### src/rtl/input_conditioner.sv
// N-channel conditioner for asynchronous board inputs: 2-flop sync, debounce, edge detect,
// wrapping activation counters and LED pulse-stretchers, all on clk27.
module input_conditioner #(
  parameter int unsigned      N_CH            = 4,
  parameter int unsigned      DEBOUNCE_CYCLES = 270000,
  parameter int unsigned      STRETCH_CYCLES  = 16777215,
  parameter int unsigned      CNT_W           = 8,
  parameter logic [N_CH-1:0]  IDLE_LEVEL      = {N_CH{1'b1}},
  parameter logic [N_CH-1:0]  ACTIVE_LOW_MASK = {N_CH{1'b1}}
) (
  input  logic                  clk27,
  input  logic                  reset_n,
  input  logic [N_CH-1:0]       async_i,
  input  logic                  evt_cnt_clr_i,
  output logic [N_CH-1:0]       stable_o,
  output logic [N_CH-1:0]       rise_o,
  output logic [N_CH-1:0]       fall_o,
  output logic [N_CH*CNT_W-1:0] evt_cnt_o,
  output logic [N_CH-1:0]       led_o
);

  localparam int unsigned DB_W = ($clog2(DEBOUNCE_CYCLES + 1) > 0) ?
                                 $clog2(DEBOUNCE_CYCLES + 1) : 1;
  localparam int unsigned ST_W = ($clog2(STRETCH_CYCLES + 1) > 0) ?
                                 $clog2(STRETCH_CYCLES + 1) : 1;
  localparam logic [DB_W-1:0] DB_MAX = DB_W'(DEBOUNCE_CYCLES);
  localparam logic [ST_W-1:0] ST_MAX = ST_W'(STRETCH_CYCLES);

  logic [N_CH-1:0]            s1_q, s1_d, s2_q, s2_d;
  logic [N_CH-1:0]            stable_q, stable_d;
  logic [N_CH-1:0]            rise_q, rise_d, fall_q, fall_d;
  logic [N_CH-1:0][DB_W-1:0]  deb_cnt_q, deb_cnt_d;
  logic [N_CH-1:0][CNT_W-1:0] evt_cnt_q, evt_cnt_d;
  logic [N_CH-1:0][ST_W-1:0]  str_cnt_q, str_cnt_d;

  always_comb begin
    s1_d      = async_i;
    s2_d      = s1_q;
    stable_d  = stable_q;
    deb_cnt_d = deb_cnt_q;
    evt_cnt_d = evt_cnt_q;
    str_cnt_d = str_cnt_q;
    for (int unsigned i = 0; i < N_CH; i++) begin
      if (s2_q[i] == stable_q[i]) begin
        deb_cnt_d[i] = '0;
      end else if (deb_cnt_q[i] == DB_MAX) begin
        stable_d[i]  = s2_q[i];
        deb_cnt_d[i] = '0;
      end else begin
        deb_cnt_d[i] = deb_cnt_q[i] + DB_W'(1);
      end

      // A clear coinciding with a pending activation keeps that activation.
      if (rise_q[i]) begin
        evt_cnt_d[i] = evt_cnt_clr_i ? CNT_W'(1) : evt_cnt_q[i] + CNT_W'(1);
      end else if (evt_cnt_clr_i) begin
        evt_cnt_d[i] = '0;
      end

      if (rise_q[i]) begin
        str_cnt_d[i] = ST_MAX;
      end else if (str_cnt_q[i] != '0) begin
        str_cnt_d[i] = str_cnt_q[i] - ST_W'(1);
      end
    end
    // Edges are judged on the logical (mask-corrected) level of the new stable value.
    rise_d = (stable_d ^ stable_q) &  (stable_d ^ ACTIVE_LOW_MASK);
    fall_d = (stable_d ^ stable_q) & ~(stable_d ^ ACTIVE_LOW_MASK);
  end

  always_ff @(posedge clk27 or negedge reset_n) begin
    if (!reset_n) begin
      s1_q      <= IDLE_LEVEL;
      s2_q      <= IDLE_LEVEL;
      stable_q  <= IDLE_LEVEL;
      rise_q    <= '0;
      fall_q    <= '0;
      deb_cnt_q <= '0;
      evt_cnt_q <= '0;
      str_cnt_q <= '0;
    end else begin
      s1_q      <= s1_d;
      s2_q      <= s2_d;
      stable_q  <= stable_d;
      rise_q    <= rise_d;
      fall_q    <= fall_d;
      deb_cnt_q <= deb_cnt_d;
      evt_cnt_q <= evt_cnt_d;
      str_cnt_q <= str_cnt_d;
    end
  end

  always_comb begin
    led_o = '0;
    for (int unsigned i = 0; i < N_CH; i++) begin
      led_o[i] = (str_cnt_q[i] != '0);
    end
  end

  assign stable_o  = stable_q;
  assign rise_o    = rise_q;
  assign fall_o    = fall_q;
  assign evt_cnt_o = evt_cnt_q;

endmodule
### config.mk
export PLATFORM = sky130hd
export DESIGN_NAME = input_conditioner
export DESIGN_NICKNAME = d
export VERILOG_FILES = /design/src/rtl/input_conditioner.sv
export SDC_FILE = /design/constraint.sdc
export NUM_CORES = 1
export LEC_CHECK = 0
export ABC_AREA = 1
export BUFFER_PORTS_ARGS = -buffer_cell sky130_fd_sc_hd__buf_2
export CORE_ASPECT_RATIO = 0.9
export CORE_MARGIN = 4
export CORE_UTILIZATION = 45
export DETAILED_ROUTE_END_ITERATION = 8
export GPL_TIMING_DRIVEN = 0
export HOLD_SLACK_MARGIN = 0.06
export PLACE_DENSITY = 0.71
export REMOVE_ABC_BUFFERS = 1
export SLEW_MARGIN = 20
export SYNTH_ARGS = -nofsm -noshare
export SYNTH_HDL_FRONTEND = slang
export SYNTH_SLANG_ARGS = --single-unit
### constraint.sdc
create_clock -name clk27 -period 2.9 [get_ports clk27]
set_input_delay 0.145 -clock clk27 [delete_from_list [all_inputs] [get_ports clk27]]
set_output_delay 0.145 -clock clk27 [all_outputs]
set_load 0.005 [all_outputs]
==> impl_metrics.py, run 1 <==
metrics = {
    "outcome": {
        "outcome": "complete, no violations",
    },
    "global_route": {
        "grt.overflow.total": 0,
        "grt_pass1_wl_um": 52700,
        "grt_antenna_before_repair": 0,
        "grt_usage_pct": 19.3,
        "grt_pass1_vias": 10900,
        "grt_start_max_net_pins": 63,
    },
    "cts": {
        "cts.path.max_buffers": 3,
        "cts_root_buffer": "clkbuf_16",
        "htreeDepth": 1,
        "cts_resized": 0,
        "cts_buffers": 27,
        "path_clk_slew_ns": 0.06,
        "insertion_delay_ns": 0.53,
        "cts_tree": "yes",
        "clock-sinks": 224,
    },
    "cells_and_area": {
        "design_area_sq_mm": 0.0146,
        "syn_to_final_growth_pct": 13.2,
        "final_layout_size_suffix_gt1_share_pct": 10.8,
        "finalCoreUtilization_pct": 52.0,
        "layout.nets": 1871,
        "fill_cells": 2735,
        "diodes": 0,
    },
    "setup_path": {
        "cp.required_ns": 2.76,
        "slowest_delay_ns": 0.38,
        "critPathMaxFanout": 14,
        "reg2regPathDepth": 4,
        "slowest_stage": "dfrtp_1",
        "r2r_end": "str_cnt_q[59]",
        "cp.arrival_ns": 2.06,
        "cp-end-kind": "output port",
        "worstSetupPathType": "flop to output port",
        "rrSetupSlack_ns": 0.74,
        "path_cells": "inv_1, ha_1, nand3_1, nor2_1, nand3_2, buf_2",
        "critical_path.startpoint_type": "flop",
        "r2r-start": "rise_o[2]",
    },
    "sta": {
        "skew_ns": 0.0121,
        "setup_slack_ns": 0.699,
        "fin_crit_ns": 2.20,
        "final_max_slew_viol_count": 0,
        "rsz0062_at_grt": "no",
        "finalSetupViolCount": 0,
        "tightest_slew_ns": 0.980,
        "whs_ns": 0.0868,
        "fmax_mhz": 454,
        "hold_viol": 0,
        "maxSlewHeadroom_pct": 34.6,
        "finalCritPeriodShare_pct": 75.9,
    },
    "min_path": {
        "min_from": "evt_cnt_clr_i",
        "hp-class": "primary input to flop",
        "min_to": "evt_cnt_o[12]",
        "hold_path_depth": 2,
    },
    "route": {
        "viasPerCell": 5.21,
        "dr.pass1.iters": 5,
        "avgRoutedWirePerCell_um": 13.6,
        "vias": 11600,
        "initialDrtViolationCount": 866,
        "routed_wl_um": 30400,
        "antenna_left": 0,
        "drc": 0,
    },
    "logic_synthesis": {
        "synth_area_leader_cell": "dfrtp_1",
        "synth.distinct_cells": 41,
        "synth_top_flop_cell": "dfrtp_1",
        "ys_warn_count": 0,
        "synth_area_sq_mm": 0.0129,
        "yosys_register_bits": 224,
        "syn-instance-count": 1773,
        "synth_edf_count": 0,
        "avgSynthCellArea_sq_um": 7.30,
        "synth_top_cell_area_share_pct": 41.0,
        "ys_seq_area_share_pct": 43.4,
        "ys_async_sr_fraction_pct": 100,
        "synthTopCellsByArea": "dfrtp_1 41%, nand2_1 11%, nor2_1 9.9%, nand3_1 6.6%, inv_1 6.4%",
    },
    "floorplanning": {
        "start_util_pct": 46.0,
        "rows": 58,
        "die-area_sq_mm": 0.0315,
        "die_w_um": 187,
        "io_pins": 55,
        "coreArea_sq_mm": 0.0282,
        "die_y_um": 169,
    },
    "place": {
        "hpwlAfterDp_um": 22400,
        "place.port_buffers": 54,
        "place_area_sq_mm": 0.0137,
        "gp_congestion": 0.967,
        "pre_cts_ws_ns": 0.759,
    },
    "flow_run": {
        "drv_cap": 0,
    },
    "power": {
        "pwr_density_cell_mw_per_mm2": 467,
        "p_leak_nw": 7.76,
        "ir_drop_mv": 0.499,
        "power_mw": 6.85,
    },
}
-- worst max-delay path by stage --
stage | start | to | slack (ns) | cells past startpoint
5_1_grt | str_cnt_q[48] | led_o[2] | 0.55 | 6
2_1_floorplan | str_cnt_q[24] | str_cnt_q[33] | 1.40 | 7
3_3_place_gp | reset_n | deb_cnt_q[32] | -2.35 | 1
3_5_place_dp | rise_o[2] | str_cnt_q[55] | 0.76 | 4
4_1_cts | str_cnt_q[48] | led_o[2] | 0.66 | 6
6_report | str_cnt_q[48] | led_o[2] | 0.70 | 6
-- kinds of logic after synthesis --
| group | count (synthesis) | synth area share, % |
|---|---|---|
| simple gates | 1080 | 37.7 |
| buf+inv | 249 | 7.44 |
| flops | 224 | 43.4 |
| compound gates | 151 | 6.10 |
| xor+xnor | 49 | 3.37 |
| fa+ha+maj | 20 | 1.93 |
-- worst max-delay path: cells and delay by family, from the launching register on --
kind	cells	cell delay, ns
AND/OR/NAND/NOR	3	0.56
flip-flops	1	0.38
buffers and inverters	2	0.38
adder cells (fa/ha/maj)	1	0.22
-- per-stage QoR --
stage / TNS, ns / std cells
2_1_floorplan: 0 / 1753
6_report: 0 / 2225
5_1_grt: 0 / 2225
3_5_place_dp: 0 / 2170
3_3_place_gp: -506.39 / 2167
4_1_cts: 0 / 2225
-- cells in the mapped netlist (12+ instances only) --
master    instances
a21oi_1          64
dfrtp_1         212
dfstp_2          12
ha_1             20
inv_1           220
nand2_1         374
nand2_2          14
nand3_1         171
nand3b_1         26
nand4_1          41
nor2_1          340
nor2_2           31
nor2_4           13
nor3_1           41
o21ai_0          55
o21ai_1          19
xnor2_1          14
xor2_1           34
-- layer usage --
| layer | vias up | share of wire (%) | track usage [%] |
|---|---|---|---|
| li1 | 5814 | - | - |
| met1 | 5441 | 48 | 28.4 |
| met2 | 299 | 44 | 31.0 |
| met3 | 47 | 5.3 | 2.41 |
| met4 | 0 | 1.8 | 4.31 |
| met5 | - | 0 | 0 |
-- cells in the final DEF (no fill, tap or decap), types with 4 or more instances in the layout --
cell           count
a21oi_1           64
buf_2             53
bufinv_16          4
clkbuf_16         27
clkbuf_8           4
clkinv_2           4
clkinvlp_4         4
dfrtp_1          212
dfstp_2           12
dlygate4sd3_1      5
ha_1              20
inv_1            220
inv_2              8
nand2_1          374
nand2_2           14
nand3_1          171
nand3_2            8
nand3b_1          26
nand4_1           41
nor2_1           340
nor2_2            31
nor2_4            13
nor3_1            41
nor3b_1            5
o211ai_1           8
o21ai_0           55
o21ai_1           19
xnor2_1           14
xor2_1            34
-- final cells by class --
cell class	instances	area, sq um	share of cell area (%)
sequential	224	5620	38.4
tap	360	450	3.07
multi-input combinational	1300	6360	43.4
clock buffer	34	742	5.06
timing repair buffer	62	413	2.82
clock inverter	16	205	1.40
inverter	229	860	5.87
-- timing repair --
item,4_1_cts,5_1_grt
hold buffers,5,0
buffers inserted,0,0
hold endpoints to repair,164,0
-- flip-flops by register name (all words and copies together) (netlist names) --
register / flops
evt_cnt_o: 32
stable_o: 4
fall_o: 4
s1_q: 4
rise_o: 4
s2_q: 4
deb_cnt_q: 76
str_cnt_q: 96
-- where the power goes --
group / switching (mW) / internal [mW]
Combinational: 0.121 / 0.0443
Sequential: 0.0167 / 3.15
Clock: 1.34 / 2.18
Power figures use the tool's default switching activity.
==> run 2: changes to the inputs <==
--- a/config.mk
+++ b/config.mk
@@ -5,7 +5,7 @@
 export SDC_FILE = /design/constraint.sdc
 export NUM_CORES = 1
 export LEC_CHECK = 0
-export ABC_AREA = 1
+export ABC_AREA = 0
 export BUFFER_PORTS_ARGS = -buffer_cell sky130_fd_sc_hd__buf_2
 export CORE_ASPECT_RATIO = 0.9
 export CORE_MARGIN = 4
@@ -13,7 +13,7 @@
 export DETAILED_ROUTE_END_ITERATION = 8
 export GPL_TIMING_DRIVEN = 0
 export HOLD_SLACK_MARGIN = 0.06
-export PLACE_DENSITY = 0.71
+export PLACE_DENSITY = 0.74
 export REMOVE_ABC_BUFFERS = 1
 export SLEW_MARGIN = 20
 export SYNTH_ARGS = -nofsm -noshare
==> constraint.sdc (replaced) <==
create_clock -name clk27 -period 2 [get_ports clk27]
set_input_delay 0.1 -clock clk27 [delete_from_list [all_inputs] [get_ports clk27]]
set_output_delay 0.1 -clock clk27 [all_outputs]
set_load 0.005 [all_outputs]
==> impl_metrics.py, run 2 <==
metrics = {
    "outcome": {
        "outcome": "finished, violations left",
        "violations": "setup timing",
    },
    "sta": {
        "fmax_mhz": 401,
        "rsz0062_at_grt": "yes",
        "maxSlewHeadroom_pct": 52.9,
        "skew_ns": 0.0195,
        "fin_setup_tns_ns": -13.11,
        "fin_crit_ns": 2.49,
        "tightest_slew_ns": 0.707,
        "hold_viol": 0,
        "finalSetupViolCount": 57,
        "final_max_slew_viol_count": 0,
        "setup_slack_ns": -0.495,
        "finalCritPeriodShare_pct": 125,
    },
    "place": {
        "place_area_sq_mm": 0.0117,
        "gp_congestion": 0.806,
        "place.port_buffers": 54,
        "hpwlAfterDp_um": 14200,
    },
    "logic_synthesis": {
        "syn-instance-count": 1123,
        "yosys-top-cells-count": "212 x dfrtp_1, 141 x nor2_1, 88 x xor2_1",
        "synth_top_flop_cell": "dfrtp_1",
        "synth.distinct_cells": 57,
        "synth-simple-area-share_pct": 26.8,
        "ys_async_sr_fraction_pct": 100,
        "yosysMostFrequentCell": "dfrtp_1",
        "synth_edf_count": 0,
        "synth_compound_area_share_pct": 5.02,
        "ys_warn_count": 0,
        "synth_area_leader_cell": "dfrtp_1",
        "synthMuxAreaShare_pct": 2.03,
        "avgSynthCellArea_sq_um": 9.88,
        "yosys_register_bits": 224,
        "synth_top_cell_area_share_pct": 47.8,
        "ys_seq_area_share_pct": 50.7,
        "synthTopCellsByArea": "dfrtp_1 48%, xor2_1 6.9%, nor2_1 4.8%, xnor2_1 3.9%, nand2_1 2.9%",
        "synth_area_sq_mm": 0.0111,
        "synth_xor_xnor_area_share_pct": 10.8,
        "yosys.area_share.adder_pct": 2.26,
        "synth_top_family_by_area": "simple AND/OR/NAND/NOR gates",
    },
    "cells_and_area": {
        "syn_to_final_growth_pct": 28.2,
        "design_area_sq_mm": 0.0142,
        "final_common_cell": "dfrtp_1",
        "largest-register": "str_cnt_q",
        "final_layout_size_suffix_gt1_share_pct": 27.5,
        "layout.nets": 1294,
        "fill_cells": 1885,
        "final_cell_mix": "195 x dfrtp_1, 136 x nor2_1, 88 x xor2_1",
        "finalCoreUtilization_pct": 58.6,
        "regArea_sq_mm": 0.00564,
        "multi_input_area_sq_mm": 0.00602,
        "largest_reg_flops": 96,
        "diodes": 0,
    },
    "floorplanning": {
        "die-area_sq_mm": 0.0272,
        "start_util_pct": 45.7,
        "die_y_um": 157,
        "rows": 54,
        "die_w_um": 174,
        "io_pins": 55,
        "coreArea_sq_mm": 0.0243,
    },
    "power": {
        "p_seq_share_pct": 48.4,
        "netSwitchingFraction_pct": 21.1,
        "pwr_density_cell_mw_per_mm2": 668,
        "internal-power_mw": 7.50,
        "p_leak_nw": 6.91,
        "power_mw": 9.50,
        "p_sw_mw": 2.00,
        "clkPwrFrac_pct": 49.5,
        "ir_drop_mv": 0.510,
        "pwr-share-comb_pct": 2.1,
    },
    "route": {
        "dr.pass1.iters": 5,
        "drc": 0,
        "viasPerCell": 5.55,
        "vias": 8848,
        "antenna_left": 0,
        "routed_wl_um": 26000,
        "initialDrtViolationCount": 583,
        "avgRoutedWirePerCell_um": 16.3,
    },
    "cts": {
        "cts.path.max_buffers": 3,
        "cts_root_buffer": "clkbuf_16",
        "cts_tree": "yes",
        "cts_buffers": 25,
        "path_clk_slew_ns": 0.06,
        "insertion_delay_ns": 0.52,
        "htreeDepth": 1,
        "clock-sinks": 224,
    },
    "global_route": {
        "grt_antenna_before_repair": 0,
        "grt_pass1_wl_um": 40900,
        "grt.overflow.total": 0,
        "grt_pass1_vias": 8489,
        "grt_start_max_net_pins": 78,
        "grt_usage_pct": 17.4,
    },
    "setup_path": {
        "cp-end-kind": "output port",
        "critPathTopFamily": "simple AND/OR/NAND/NOR gates",
        "critical_path.startpoint_type": "flop",
        "path_buf_inv": 2,
        "slowest_delay_ns": 0.58,
        "rrSetupSlack_ns": -0.42,
        "cp.required_ns": 1.90,
        "crit_top_cell": "or4_4",
        "path_cells": "or4_4, or4_4, nor2_4, inv_2, buf_2",
        "slowest_stage": "or4_4",
        "cp.arrival_ns": 2.39,
        "worstSetupPathType": "flop to output port",
        "critPathMaxFanout": 2,
    },
    "flow_run": {
        "drv_cap": 0,
    },
    "min_path": {
        "hp-class": "primary input to flop",
    },
}
-- run 2: worst register-to-register path, stage by stage (launching register included) --
cell	delay, ns
dfrtp_1	0.39
or4_4	0.57
or4_4	0.58
nor2_4	0.15
buf_4	0.13
buf_6	0.11
nor4_1	0.05
or3_1	0.33
-- run 2: cell type report --
type / instances / area share (%)
Inverter: 30 / 0.792
Timing Repair Buffer: 156 / 8.46
Clock inverter: 8 / 0.669
Sequential cell: 224 / 39.7
Clock buffer: 37 / 5.35
Multi-Input combinational cell: 830 / 42.3
Tap cell: 308 / 2.71
-- run 2: per-layer routing --
layer  global-route usage [%]  share of wire (%)  up-vias
li1                         -                  -     4227
met1                     23.9                 45     4380
met2                     29.3                 49      206
met3                     2.71                4.1       35
met4                     4.29                1.6        0
met5                        0                  0        -
-- run 2: path summary, 6_finish.rpt --
check,cells after the start,startpoint,endpoint
worst max-delay path,5,str_cnt_q[28],led_o[1]
worst min-delay path,2,evt_cnt_clr_i,evt_cnt_o[15]
worst max register to register,7,str_cnt_q[28],str_cnt_q[29]
worst min register to register,0,s1_q[1],s2_q[1]
max in group asynchronous,4,reset_n,stable_o[3]
min in group asynchronous,2,reset_n,str_cnt_q[52]
-- run 2: logic make-up after synthesis --
family / Yosys count
XOR/XNOR: 137
AND/OR/NAND/NOR: 564
adder cells (fa/ha/maj): 20
multiplexers: 22
flip-flops: 224
AO/OA/AOI/OAI: 86
buffers and inverters: 70
-- run 2: power groups by stage --
stage | clock network (mW) | registers [mW] | logic (mW)
after floorplan | 0 | 4.67 | 0.0575
after global placement | 0 | 4.68 | 0.180
after detailed placement | 0 | 4.68 | 0.200
after CTS | 4.82 | 4.60 | 0.209
after global routing | 5.02 | 4.60 | 0.239
final | 4.70 | 4.60 | 0.201
-- run 2: stage by stage --
| step | setup slack (ns) | cells | hold slack [ns] |
|---|---|---|---|
| 6_report | -0.495 | 1593 | 0.0903 |
| 5_1_grt | -0.527 | 1593 | 0.118 |
| 4_1_cts | -0.464 | 1563 | 0.0967 |
| 3_5_place_dp | -0.896 | 1447 | 0.111 |
| 3_3_place_gp | -3.13 | 1445 | 0.205 |
| 2_1_floorplan | -0.646 | 1083 | -0.196 |
-- run 2: what timing repair did --
item / CTS / global route
setup buffers: 66 / 29
endpoints found under the hold margin: 85 / 0
resized for setup: 115 / 105
pin swaps: 53 / 47
hold buffers: 5 / 0
setup endpoints to repair: 117 / 148
cloned: 0 / 1
